<file path="src/rtl/mips_ctrl_pkg.sv">
// Shared control constants for the phase sequencer.
// Holds the FSM state encoding and the default opcode values.
package mips_ctrl_pkg;

    typedef enum logic [1:0] {
        ST_RUN   = 2'd0,
        ST_STALL = 2'd1,
        ST_HALT  = 2'd2
    } seq_state_t;

    localparam int unsigned OPC_W_DEF    = 5;
    localparam logic [4:0]  OP_HLT_DEF   = 5'b10001;
    localparam logic [4:0]  OP_LD_DEF    = 5'b10100;
    localparam logic [4:0]  JMP_MASK_DEF = 5'b11100;
    localparam logic [4:0]  JMP_VAL_DEF  = 5'b11100;

    localparam int unsigned STALL_W = 4;
    localparam int unsigned CNT_W   = 16;

endpackage

</file>
<file path="src/rtl/phase_op_decode.sv">
// Combinational opcode classifier for the phase sequencer.
// Ports: op (in) -> is_hlt, is_ld, is_jmp flags and stall_len bubble count.
module phase_op_decode
    import mips_ctrl_pkg::*;
#(
    parameter int unsigned OPC_W     = OPC_W_DEF,
    parameter logic [OPC_W-1:0] OP_HLT   = OP_HLT_DEF,
    parameter logic [OPC_W-1:0] OP_LD    = OP_LD_DEF,
    parameter logic [OPC_W-1:0] JMP_MASK = JMP_MASK_DEF,
    parameter logic [OPC_W-1:0] JMP_VAL  = JMP_VAL_DEF,
    parameter int unsigned LD_STALL  = 1,
    parameter int unsigned JMP_STALL = 2
) (
    input  logic [OPC_W-1:0]   op,
    output logic               is_hlt,
    output logic               is_ld,
    output logic               is_jmp,
    output logic [STALL_W-1:0] stall_len
);

    logic hit_hlt;
    logic hit_ld;
    logic hit_jmp;

    assign hit_hlt = (op == OP_HLT);
    assign hit_ld  = (op == OP_LD);
    assign hit_jmp = ((op & JMP_MASK) == JMP_VAL);

    // Priority: halt beats load beats jump.
    assign is_hlt = hit_hlt;
    assign is_ld  = hit_ld && !hit_hlt;
    assign is_jmp = hit_jmp && !hit_ld && !hit_hlt;

    always_comb begin
        stall_len = '0;
        if (is_ld) begin
            stall_len = STALL_W'(LD_STALL);
        end else if (is_jmp) begin
            stall_len = STALL_W'(JMP_STALL);
        end
    end

endmodule

</file>
<file path="src/rtl/phase_sequencer.sv">
// One-hot instruction phase sequencer with load/jump bubbles and halt.
// Ports: Clk, Rst (async high), Ins_op, Resume in; Phase_en, Instr_done,
// Stalled, Halted, Instr_cnt out (all from registered state).
module phase_sequencer
    import mips_ctrl_pkg::*;
#(
    parameter int unsigned NUM_PHASES = 5,
    parameter int unsigned OPC_W      = OPC_W_DEF,
    parameter logic [OPC_W-1:0] OP_HLT   = OP_HLT_DEF,
    parameter logic [OPC_W-1:0] OP_LD    = OP_LD_DEF,
    parameter logic [OPC_W-1:0] JMP_MASK = JMP_MASK_DEF,
    parameter logic [OPC_W-1:0] JMP_VAL  = JMP_VAL_DEF,
    parameter int unsigned LD_STALL   = 1,
    parameter int unsigned JMP_STALL  = 2
) (
    input  logic                  Clk,
    input  logic                  Rst,
    input  logic [OPC_W-1:0]      Ins_op,
    input  logic                  Resume,
    output logic [NUM_PHASES-1:0] Phase_en,
    output logic                  Instr_done,
    output logic                  Stalled,
    output logic                  Halted,
    output logic [CNT_W-1:0]      Instr_cnt
);

    localparam logic [NUM_PHASES-1:0] PH_FIRST = NUM_PHASES'(1);

    seq_state_t            state_q, state_d;
    logic [NUM_PHASES-1:0] phase_q, phase_d;
    logic [STALL_W-1:0]    stall_q, stall_d;
    logic [CNT_W-1:0]      cnt_q, cnt_d;

    logic               is_hlt;
    logic               is_ld;
    logic               is_jmp;
    logic [STALL_W-1:0] stall_len;
    logic               bubble;
    logic               last;

    phase_op_decode #(
        .OPC_W     (OPC_W),
        .OP_HLT    (OP_HLT),
        .OP_LD     (OP_LD),
        .JMP_MASK  (JMP_MASK),
        .JMP_VAL   (JMP_VAL),
        .LD_STALL  (LD_STALL),
        .JMP_STALL (JMP_STALL)
    ) u_dec (
        .op        (Ins_op),
        .is_hlt    (is_hlt),
        .is_ld     (is_ld),
        .is_jmp    (is_jmp),
        .stall_len (stall_len)
    );

    // A zero-length stall behaves as a plain instruction.
    assign bubble = (is_ld || is_jmp) && (stall_len != '0);
    assign last   = phase_q[NUM_PHASES-1];

    always_ff @(posedge Clk or posedge Rst) begin
        if (Rst) begin
            state_q <= ST_STALL;
            phase_q <= '0;
            stall_q <= '0;
            cnt_q   <= '0;
        end else begin
            state_q <= state_d;
            phase_q <= phase_d;
            stall_q <= stall_d;
            cnt_q   <= cnt_d;
        end
    end

    always_comb begin
        state_d = state_q;
        phase_d = phase_q;
        stall_d = stall_q;
        cnt_d   = cnt_q;
        case (state_q)
            ST_RUN: begin
                if (last) begin
                    cnt_d = cnt_q + CNT_W'(1);
                    if (is_hlt) begin
                        state_d = ST_HALT;
                        phase_d = '0;
                    end else if (bubble) begin
                        state_d = ST_STALL;
                        stall_d = stall_len;
                        phase_d = '0;
                    end else begin
                        phase_d = PH_FIRST;
                    end
                end else if (phase_q == '0) begin
                    // Recover an empty ring rather than idle forever.
                    phase_d = PH_FIRST;
                end else begin
                    phase_d = phase_q << 1;
                end
            end
            ST_STALL: begin
                // Count 0 only occurs straight out of reset.
                if (stall_q <= STALL_W'(1)) begin
                    state_d = ST_RUN;
                    stall_d = '0;
                    phase_d = PH_FIRST;
                end else begin
                    stall_d = stall_q - STALL_W'(1);
                end
            end
            ST_HALT: begin
                if (Resume) begin
                    state_d = ST_RUN;
                    phase_d = PH_FIRST;
                end
            end
            default: begin
                state_d = ST_STALL;
                stall_d = '0;
                phase_d = '0;
            end
        endcase
    end

    assign Phase_en   = phase_q;
    assign Instr_done = phase_q[NUM_PHASES-1];
    assign Stalled    = (state_q == ST_STALL);
    assign Halted     = (state_q == ST_HALT);
    assign Instr_cnt  = cnt_q;

endmodule

</file>
<file path="config.mk">
export PLATFORM = sky130hd
export DESIGN_NAME = phase_sequencer
export DESIGN_NICKNAME = d
export VERILOG_FILES = /design/src/rtl/mips_ctrl_pkg.sv /design/src/rtl/phase_op_decode.sv /design/src/rtl/phase_sequencer.sv
export SDC_FILE = /design/constraint.sdc
export NUM_CORES = 1
export LEC_CHECK = 0
export CORE_ASPECT_RATIO = 0.6
export CORE_UTILIZATION = 40
export DETAILED_ROUTE_END_ITERATION = 10
export GPL_TIMING_DRIVEN = 0
export PLACE_DENSITY_LB_ADDON = 0.25
export SLEW_MARGIN = 25
export SYNTH_ARGS = -nofsm -noshare
export SYNTH_HDL_FRONTEND = slang
export SYNTH_SLANG_ARGS = --single-unit
</file>
<file path="constraint.sdc">
create_clock -name Clk -period 2.65 [get_ports Clk]
set_clock_uncertainty 0.2 [all_clocks]
set_input_delay 0.53 -clock Clk [delete_from_list [all_inputs] [get_ports Clk]]
set_output_delay 0.53 -clock Clk [all_outputs]
set_load 0.03 [all_outputs]
</file>
==> out/summary.txt <==
Cell class contributing the biggest share of worst-path delay - buffers and inverters
Post-Place Cells - 213
Max Slew Vio Count - 0
Period utilisation layout - 93.9%
Yosys warnings - 0
Vias - 1,061
Via density - 4.89
Buffers on Ports - 31
CTS tree - done
Critical Path, Cell by Cell - ha_1 > clkdlybuf4s50_1
Clock root buffer - clkbuf_8
HP Class - flop to flop
Syn Area/Cell - 10.2 um^2
Mapped Cells - 137
RSZ-0062 raised after global routing - false
CTS resizes - 0
Worst Setup End Kind - output port
Power per Cell Area - 863 mW/mm^2
Library cells used by synthesis - 34
First-pass GRT wire length - 4320 um
Final Hold Viols - 0
Worst skew pair latency - 0.27 ns
Worst slew pin tran - 0.592 ns
Startpoint Class - flop
First-pass iteration count of the detailed router - 4
Wirelength per Cell - 12.4 um
Worst path slowest cell - clkdlybuf4s50_1
Clock-pin slew on the worst setup and hold paths - 0.09 ns
Leakage power - 0.793 nW
Setup Fix Bufs, Post-CTS - 0
Number of global-route vias before repair - 924
Wirelength, routed - 2680 um
Fraction of layout cells with a size suffix above 1 - 8.72%
Placed cell areas - 0.00176 mm^2
Placeable core area - 0.00328 mm^2
Post-CTS Hold Buffers - 0
Core Rows - 16
DIE WIDTH - 78.2 um
Top-area cell type share of the netlist area - 46.6%
Critical path data required time - 1.92 ns
Total gr overflow - 0
Number of H-tree levels - 1
Outcome - finished clean
Initial antenna violation count - 0
# clock sinks - 27
Dpl hpwl - 2040 um
Syn_nets - 152
Yosys top cell by area - dfrtp_1
Crit-path max cell delay - 0.69 ns
Tot GR Track Use - 15.6%
Crit path max fanout - 4
N_diodes - 0
Final #Nets - 188
Worst VDD drop - 0.453 mV
Routability congestion estimate - 0.807
Critical setup path kind - flop to output port
Max clock buf depth - 2
Largest net degree at the start of global routing - 28
Design Area, Final - 0.00181 mm^2
Register area share after synthesis - 48.5%
Layout Cells excl Fill - 217
Die Span Y - 47.7 um
DRC Markers - 0
Routed Antenna Nets - 0
Boundary pin count - 32
P&R area growth vs syn - 29.6%
Setup TNS - 0 ns
Dpl ws - 0.150 ns
Setup violators final - 0
Crit path buf inv count - 1
Critical path arrival - 1.76 ns
Num CTS Buffers - 3
Die area - 0.00374 mm^2
Worst slew margin - 60.2%
Synthesized cell area - 0.00140 mm^2
Max Freq - 0.402 GHz
Synth Register Bits - 27
Design Power - 1.56 mW
Top area cells in the synthesized netlist - dfrtp_1, ha_1, xnor2_1, nand2_1, xor2_1
Initial Util - 42.5%
DRT iter0 DRCs - 50
Fin crit period - 2.49 ns
Final worst slack - 0.161 ns
Max_cap viols - 0
## worst register-to-register path, stage by stage, from the launching register on
cell	delay [ns]
dfrtp_1	0.41
inv_1	0.10
ha_1	0.20
nor2_1	0.06
o31ai_1	0.42
o21ai_1	0.35
a22o_1	0.31
## cell usage after synthesis
cell type and instances:
a21o_4 1, a21oi_1 6, a22o_1 1, a22o_2 1, and3_1 1, and4_1 1
buf_2 2, buf_4 1, dfrtp_1 26, dfstp_2 1, ha_1 7, inv_1 9
mux2_2 2, nand2_1 15, nand3_1 9, nand3b_1 1, nand4_1 8, nand4_4 1
nor2_1 12, nor3_1 1, nor3b_1 1, nor4_1 1, nor4b_1 1, o21a_1 1
o21ai_0 5, o21ai_1 1, o21bai_1 1, o21bai_4 1, o22ai_1 1, o2bb2ai_1 1
o31ai_1 1, or4_1 1, xnor2_1 9, xor2_1 6
## where the power goes
| group | switching [mW] | total (mW) | internal, mW | leakage (nW) |
|---|---|---|---|---|
| sequential | 0.0801 | 0.586 | 0.506 | 0.362 |
| clock | 0.125 | 0.231 | 0.105 | 0.0255 |
| combinational | 0.430 | 0.743 | 0.313 | 0.405 |
| total | 0.636 | 1.56 | 0.924 | 0.793 |
## kinds of logic after synthesis
logic type,share of synthesized area (%)
xor+xnor,9.42
simple gates,19.7
mux,1.61
fa+ha+maj,6.28
compound gates,10.8
flops,48.5
buf+inv,3.68
## worst paths after layout
check	from	slack, ns	end	cells after the start
max reg2reg	stall_q[0]$_DFFE_PP0P_	0.50	Phase_en[0]$_DFFE_PP0P_	6
min reg2reg	Instr_cnt[15]$_DFFE_PP0P_	0.27	Instr_cnt[15]$_DFFE_PP0P_	1
max	state_q[0]$_DFFE_PP1P_	0.16	Stalled	2
max in group asynchronous	Rst	1.44	state_q[0]$_DFFE_PP1P_	2
min	Instr_cnt[15]$_DFFE_PP0P_	0.27	Instr_cnt[15]$_DFFE_PP0P_	1
min in group asynchronous	Rst	0.43	Instr_cnt[13]$_DFFE_PP0P_	2
## layout make-up
type                            count  area (um^2)
Inverter                            9         33.8
Sequential cell                    27          677
Timing Repair Buffer               31          310
Multi-Input combinational cell     98          667
Fill cell                         307         1480
Tap cell                           45         56.3
Clock buffer                        3         41.3
Buffer                              3         17.5
Clock inverter                      1         5.00
## per-layer routing
layer | wire (um) | track usage (%) | vias to the layer above | share of wire, %
met1 | 1380 | 21.8 | 493 | 52
met2 | 1160 | 24.6 | 23 | 43
met3 | 119 | 4.57 | 4 | 4.4
met4 | 23 | 3.33 | 0 | 0.86
met5 | 0 | 0 | - | 0
li1 | - | - | 541 | -
## sequential cells by signal, summed over array words and instances, names as in the netlist
signal and flops:
state_q 2, stall_q 4, Instr_cnt 16, Phase_en 5
## through the flow
| stage | hold slack [ns] | util (%) |
|---|---|---|
| floorplan | 0.281 | - |
| global placement | 0.254 | 53.7 |
| detailed placement | 0.264 | 53.7 |
| CTS | 0.277 | 55.1 |
| global route | 0.281 | 55.1 |
| finish | 0.272 | 55.1 |
## cells in the final DEF, fill, tap and decap left out, drive strengths merged, types with 3 or more instances in the layout
cell type | Yosys | routed
a21oi | 6 | 6
buf | 3 | 3
clkbuf | 0 | 3
clkdlybuf4s50 | 0 | 31
dfrtp | 26 | 26
ha | 7 | 7
inv | 9 | 9
nand2 | 15 | 15
nand3 | 9 | 9
nand4 | 9 | 9
nor2 | 12 | 12
o21ai | 6 | 6
xnor2 | 9 | 9
xor2 | 6 | 6
Power figures use the tool's default switching activity.
